--- config.mk ---
export PLATFORM = sky130hd
export DESIGN_NAME = mem_a_addresses_generator
export DESIGN_NICKNAME = d
export VERILOG_FILES = /design/src/rtl/mem_a_addresses_generator.sv
export SDC_FILE = /design/constraint.sdc
export NUM_CORES = 1
export LEC_CHECK = 0
export ABC_AREA = 1
export CORE_AREA = 2 2 235 237
export CTS_CLUSTER_DIAMETER = 50
export DETAILED_ROUTE_END_ITERATION = 8
export DIE_AREA = 0 0 237 239
export GPL_ROUTABILITY_DRIVEN = 0
export SKIP_LAST_GASP = 1
export SYNTH_ARGS = -nofsm -noshare
export SYNTH_HDL_FRONTEND = slang
export SYNTH_SLANG_ARGS = --single-unit
--- constraint.sdc ---
create_clock -name clk -period 11.4 [get_ports clk]
set_clock_uncertainty 0.2 [all_clocks]
set_input_delay 2.28 -clock clk [delete_from_list [all_inputs] [get_ports clk]]
set_output_delay 2.28 -clock clk [all_outputs]
set_load 0.02 [all_outputs]
--- src/rtl/mem_a_addresses_generator.sv ---
// ============================================================================
// mem_a_addresses_generator : walks matrix A tile by tile, issues bus-wide
// reads to the A mem ctrl and pushes each returned beat into the A buffer.
// Revision: 1.0
// ============================================================================
`default_nettype none

module mem_a_addresses_generator #(
    parameter int BUS_WIDTH_BYTES  = 32,
    parameter int DATA_WIDTH_BYTES = 2,
    parameter int ARRAY_HEIGHT     = 4,
    parameter int ARRAY_WIDTH      = 32
) (
    input  logic                         clk,
    input  logic                         reset,
    input  logic                         start_i,
    input  logic [15:0]                  m,
    input  logic [15:0]                  n,
    input  logic [15:0]                  p,
    input  logic [15:0]                  base_addr_a,
    output logic                         do_tran,
    output logic [15:0]                  addr,
    input  logic                         tran_done,
    input  logic [BUS_WIDTH_BYTES*8-1:0] rdata,
    input  logic                         fifo_full,
    output logic                         fifo_push,
    output logic [BUS_WIDTH_BYTES*8-1:0] fifo_wdata,
    output logic                         op_done
);

    localparam int c_COL_STEP = BUS_WIDTH_BYTES / DATA_WIDTH_BYTES;
    localparam int c_SHIFT    = $clog2(DATA_WIDTH_BYTES);

    typedef enum logic [1:0] {
        IDL        = 2'd0,
        WAIT_SPACE = 2'd1,
        READ_DATA  = 2'd2,
        PUSH       = 2'd3
    } state_t;

    state_t r_state;
    state_t w_state_next;

    logic [15:0] r_row;
    logic [15:0] r_k;
    logic [15:0] r_col_m;
    logic [15:0] r_row_m;
    logic [BUS_WIDTH_BYTES*8-1:0] r_rdata;

    logic [15:0] w_k_next;
    logic [15:0] w_col_next;
    logic [15:0] w_row_m_next;
    logic        w_row_wrap;
    logic        w_k_wrap;
    logic        w_col_wrap;
    logic        w_last;
    logic [15:0] w_row_abs;
    logic [15:0] w_prod;
    logic [15:0] w_elem;

    assign w_k_next     = r_k + 16'(c_COL_STEP);
    assign w_col_next   = r_col_m + 16'(ARRAY_WIDTH);
    assign w_row_m_next = r_row_m + 16'(ARRAY_HEIGHT);
    assign w_row_wrap   = (r_row == 16'(ARRAY_HEIGHT - 1));
    assign w_k_wrap     = (w_k_next == n);
    assign w_col_wrap   = (w_col_next == p);
    assign w_last       = w_row_wrap && w_k_wrap && w_col_wrap && (w_row_m_next == m);

    // Product and sums intentionally wrap at 16 bits.
    assign w_row_abs = r_row_m + r_row;
    assign w_prod    = w_row_abs * n;
    assign w_elem    = base_addr_a + w_prod + r_k;
    assign addr      = w_elem << c_SHIFT;

    assign fifo_wdata = r_rdata;

    always_ff @(posedge clk) begin
        if (reset) begin
            r_state <= IDL;
        end else begin
            r_state <= w_state_next;
        end
    end

    always_comb begin
        w_state_next = r_state;
        fifo_push    = 1'b0;
        op_done      = 1'b0;
        case (r_state)
            IDL: begin
                if (start_i) begin
                    w_state_next = WAIT_SPACE;
                end
            end
            WAIT_SPACE: begin
                if (!fifo_full) begin
                    w_state_next = READ_DATA;
                end
            end
            READ_DATA: begin
                if (tran_done) begin
                    w_state_next = PUSH;
                end
            end
            PUSH: begin
                fifo_push    = 1'b1;
                op_done      = w_last;
                w_state_next = w_last ? IDL : WAIT_SPACE;
            end
            default: begin
                w_state_next = IDL;
            end
        endcase
    end

    // A completing tran_done wins over READ_DATA so one beat gets one request.
    always_ff @(posedge clk) begin
        if (reset) begin
            do_tran <= 1'b0;
        end else if (tran_done) begin
            do_tran <= 1'b0;
        end else if (r_state == READ_DATA) begin
            do_tran <= 1'b1;
        end
    end

    always_ff @(posedge clk) begin
        if (reset) begin
            r_rdata <= '0;
        end else if (tran_done) begin
            r_rdata <= rdata;
        end
    end

    always_ff @(posedge clk) begin
        if (reset || r_state == IDL) begin
            r_row   <= 16'd0;
            r_k     <= 16'd0;
            r_col_m <= 16'd0;
            r_row_m <= 16'd0;
        end else if (r_state == PUSH) begin
            if (!w_row_wrap) begin
                r_row <= r_row + 16'd1;
            end else begin
                r_row <= 16'd0;
                if (!w_k_wrap) begin
                    r_k <= w_k_next;
                end else begin
                    r_k <= 16'd0;
                    if (!w_col_wrap) begin
                        r_col_m <= w_col_next;
                    end else begin
                        r_col_m <= 16'd0;
                        r_row_m <= w_row_m_next;
                    end
                end
            end
        end
    end

endmodule

`default_nettype wire

==> results.py <==
metrics = {
    "critical_path": {
        "r2r_end": "r_row[11]",
        "cp.arrival_ps": 8490,
        "cp_max_fo": 6,
        "r2r_setup_slack_ps": 8170,
        "end_kind": "output pin",
        "cp_data_required_time_ps": 8920,
        "startpoint_type": "input port",
        "r2r-start": "r_row[1]",
        "critPathKind": "in -> out",
        "reg2reg_depth": 9,
    },
    "cts": {
        "cts_sinks": 312,
        "holdBufCountCts": 0,
        "cts_tree": "done",
        "cts_buffer_depth": 3,
        "htree_levels": 2,
        "root_buffer": "clkbuf_16",
        "path_clk_slew_ps": 50,
        "clk_latency_ps": 570,
        "cts_buffers": 45,
    },
    "timing": {
        "tightest_slew_ps": 1140,
        "fmax_ghz": 0.0912,
        "period_share_pct": 96.2,
        "drv_slew": 0,
        "setup_viol": 0,
        "slew_headroom_pct": 23.7,
        "grt_setup_unrepaired": "false",
        "min_period_ps": 10970,
        "setup_tns_ps": 0,
        "hold_violations": 0,
    },
    "route": {
        "drc": 0,
        "wirelength_um": 77800,
        "detail_route.wl_per_cell_um": 20.5,
        "num_vias": 18200,
        "wl_met3_um": 6240,
        "routed_via_density": 4.80,
        "wl_met2_um": 37100,
        "drt_iter0_markers": 1292,
        "wl_met1_um": 29500,
        "ant_nets": 0,
        "dr.pass1.iters": 5,
        "dr.max_layer_used": "met5",
    },
    "placement": {
        "port_buffers": 597,
        "place_area_um2": 24200,
        "hpwl_um": 62300,
        "place_inst": 3679,
    },
    "floorplanning": {
        "core_area_um2": 54300,
        "fp-row-count": 86,
        "die_w_um": 237,
        "die_h_um": 239,
        "dieArea_um2": 56600,
        "start_util_pct": 32.4,
        "ios": 600,
    },
    "finish": {
        "fillerInstances": 5341,
        "stdcell_count": 3792,
        "nets": 3508,
        "multi_input_area_um2": 9730,
        "drive_gt1_share_pct": 4.35,
        "regArea_um2": 6250,
        "fin_area_um2": 25800,
        "syn_to_final_growth_pct": 46.5,
    },
    "logic_synthesis": {
        "synthCells": 2463,
        "ys_ff_latch": 312,
        "synth_commonest_cells": "nor2_1 (660), nand2_1 (320), inv_1 (315)",
        "ys_warn_count": 0,
        "synthTopCellsByArea": "dfxtp_1 (35%), nor2_1 (14%), fa_1 (10%), o21ai_0 (8.2%), nand2_1 (6.8%)",
        "yosys.cell_count.top_type": "nor2_1",
        "avgSynthCellArea_um2": 7.15,
        "muxShareOfSynthArea_pct": 0,
        "seq_area_frac_synth_pct": 35.5,
        "synth_edf_count": 0,
        "yosysTopAreaCell": "dfxtp_1",
        "synth_top_family_by_area": "simple AND/OR/NAND/NOR gates",
        "synth.distinct_cells": 45,
        "synth_xor_area_share_pct": 2.81,
        "yosys.area_share.simple_pct": 26.8,
        "async_flop_share_pct": 0,
        "synth_compound_area_share_pct": 10.2,
        "synth_top_area_share_pct": 35.5,
        "synth_fa_ha_area_share_pct": 15.4,
        "synth_area_um2": 17600,
        "ys.flop_type": "dfxtp_1",
    },
    "outcome": {
        "status": "finished, final reports clean",
    },
    "power_and_ir_drop": {
        "ir_drop_mv": 0.121,
        "power.density_nw_per_um2": 129,
        "leakagePower_uw": 0.0114,
    },
    "global_routing": {
        "grt-ovfl-total": 0,
        "grt_pass1_vias": 17900,
        "antenna_found_initial": 43,
        "grt_max_degree": 172,
        "grt_use_total_pct": 26.8,
        "grt_pass1_wl_um": 113000,
    },
    "hold_path": {
        "hold_end": "r_row[15]",
        "hp-start": "r_row[15]",
        "worstHoldPathCells": 1,
        "min_path_type": "reg -> reg",
    },
    "flow_run": {
        "maxCapViolations": 0,
    },
}
==> what timing repair did <==
action | 4_1_cts | 5_1_grt
setup endpoints to repair | 0 | 1
hold endpoints to repair | 0 | 0
buffers inserted | 0 | 0
gates resized for setup | 0 | 2
==> flip-flops by register name, summed over array words and instances (netlist names) <==
name	cells
fifo_wdata	256
r_k	12
r_col_m	11
r_row	16
r_state	2
r_row_m	14
do_tran	1
==> metal layers <==
metal / up-vias / track usage [%]
met1: 8555 / 29.9
met2: 628 / 45.2
met4: 8 / 15.7
met5: - / 0
li1: 8830 / -
met3: 168 / 8.11
==> final cells by class <==
cell class,count,share of cell area [%]
Tap cell,704,3.41
Clock inverter,24,1.09
Timing Repair Buffer,618,23.8
Sequential cell,312,24.2
Inverter,321,4.72
Clock buffer,57,4.78
Multi-Input combinational cell,1724,37.7
Antenna cell,32,0.310
==> metrics by stage <==
stage               hold slack [ps]  power, uW  util (%)  setup slack, ps
CTS                             266       3340      47.3              226
detailed placement              258       1930      44.5              269
floorplan                       223       1540         -             1580
finish                          266       3320      47.5              434
global route                    305       3450      47.4             54.0
global placement                243       1920      44.5              217
==> worst max-delay path by stage <==
stage / start / to / cells past startpoint
floorplan: n[5] / addr[15] / 25
global placement: n[5] / addr[15] / 27
detailed placement: n[5] / addr[15] / 27
CTS: n[5] / addr[15] / 27
global route: n[1] / addr[15] / 27
finish: n[7] / addr[15] / 25
==> critical path, stage by stage <==
cell,delay (ps)
clkdlybuf4s50_1,680
nand2_1,130
fa_1,510
fa_1,520
inv_1,50
fa_1,470
fa_1,570
inv_1,60
fa_1,510
fa_1,570
inv_1,50
ha_1,340
nand2_1,100
nor2_1,50
a211oi_1,170
nand2_1,80
a31oi_1,140
buf_4,150
inv_1,40
nand3_1,70
nand2_1,90
nand2_1,70
inv_1,30
nor2_1,110
clkdlybuf4s50_1,620
==> report_power, final <==
part / leakage (uW) / switching (uW) / internal (uW)
Sequential: 0.00258 / 39.9 / 1160
Combinational: 0.00806 / 391 / 319
Clock: 0.000747 / 565 / 848
Total: 0.0114 / 996 / 2330
==> kinds of logic after synthesis <==
| logic type | Yosys count |
|---|---|
| other cells | 2 |
| xor+xnor | 55 |
| buf+inv | 428 |
| flops | 312 |
| compound gates | 351 |
| simple gates | 1154 |
| fa+ha+maj | 161 |
==> cells in the final DEF (no fill, tap or decap), drive strengths merged, types with 22 or more instances in the layout <==
master	Yosys	layout
buf	13	22
xor2	35	35
dfxtp	312	312
diode	0	32
nor2	667	667
o21ai	289	289
ha	69	69
clkbuf	94	57
fa	92	92
nand2	324	324
inv	320	328
nand3	80	80
nand4	25	25
clkdlybuf4s50	0	594
a21oi	43	43
nor3	24	24
No activity file was read; power rests on OpenSTA's default activity.
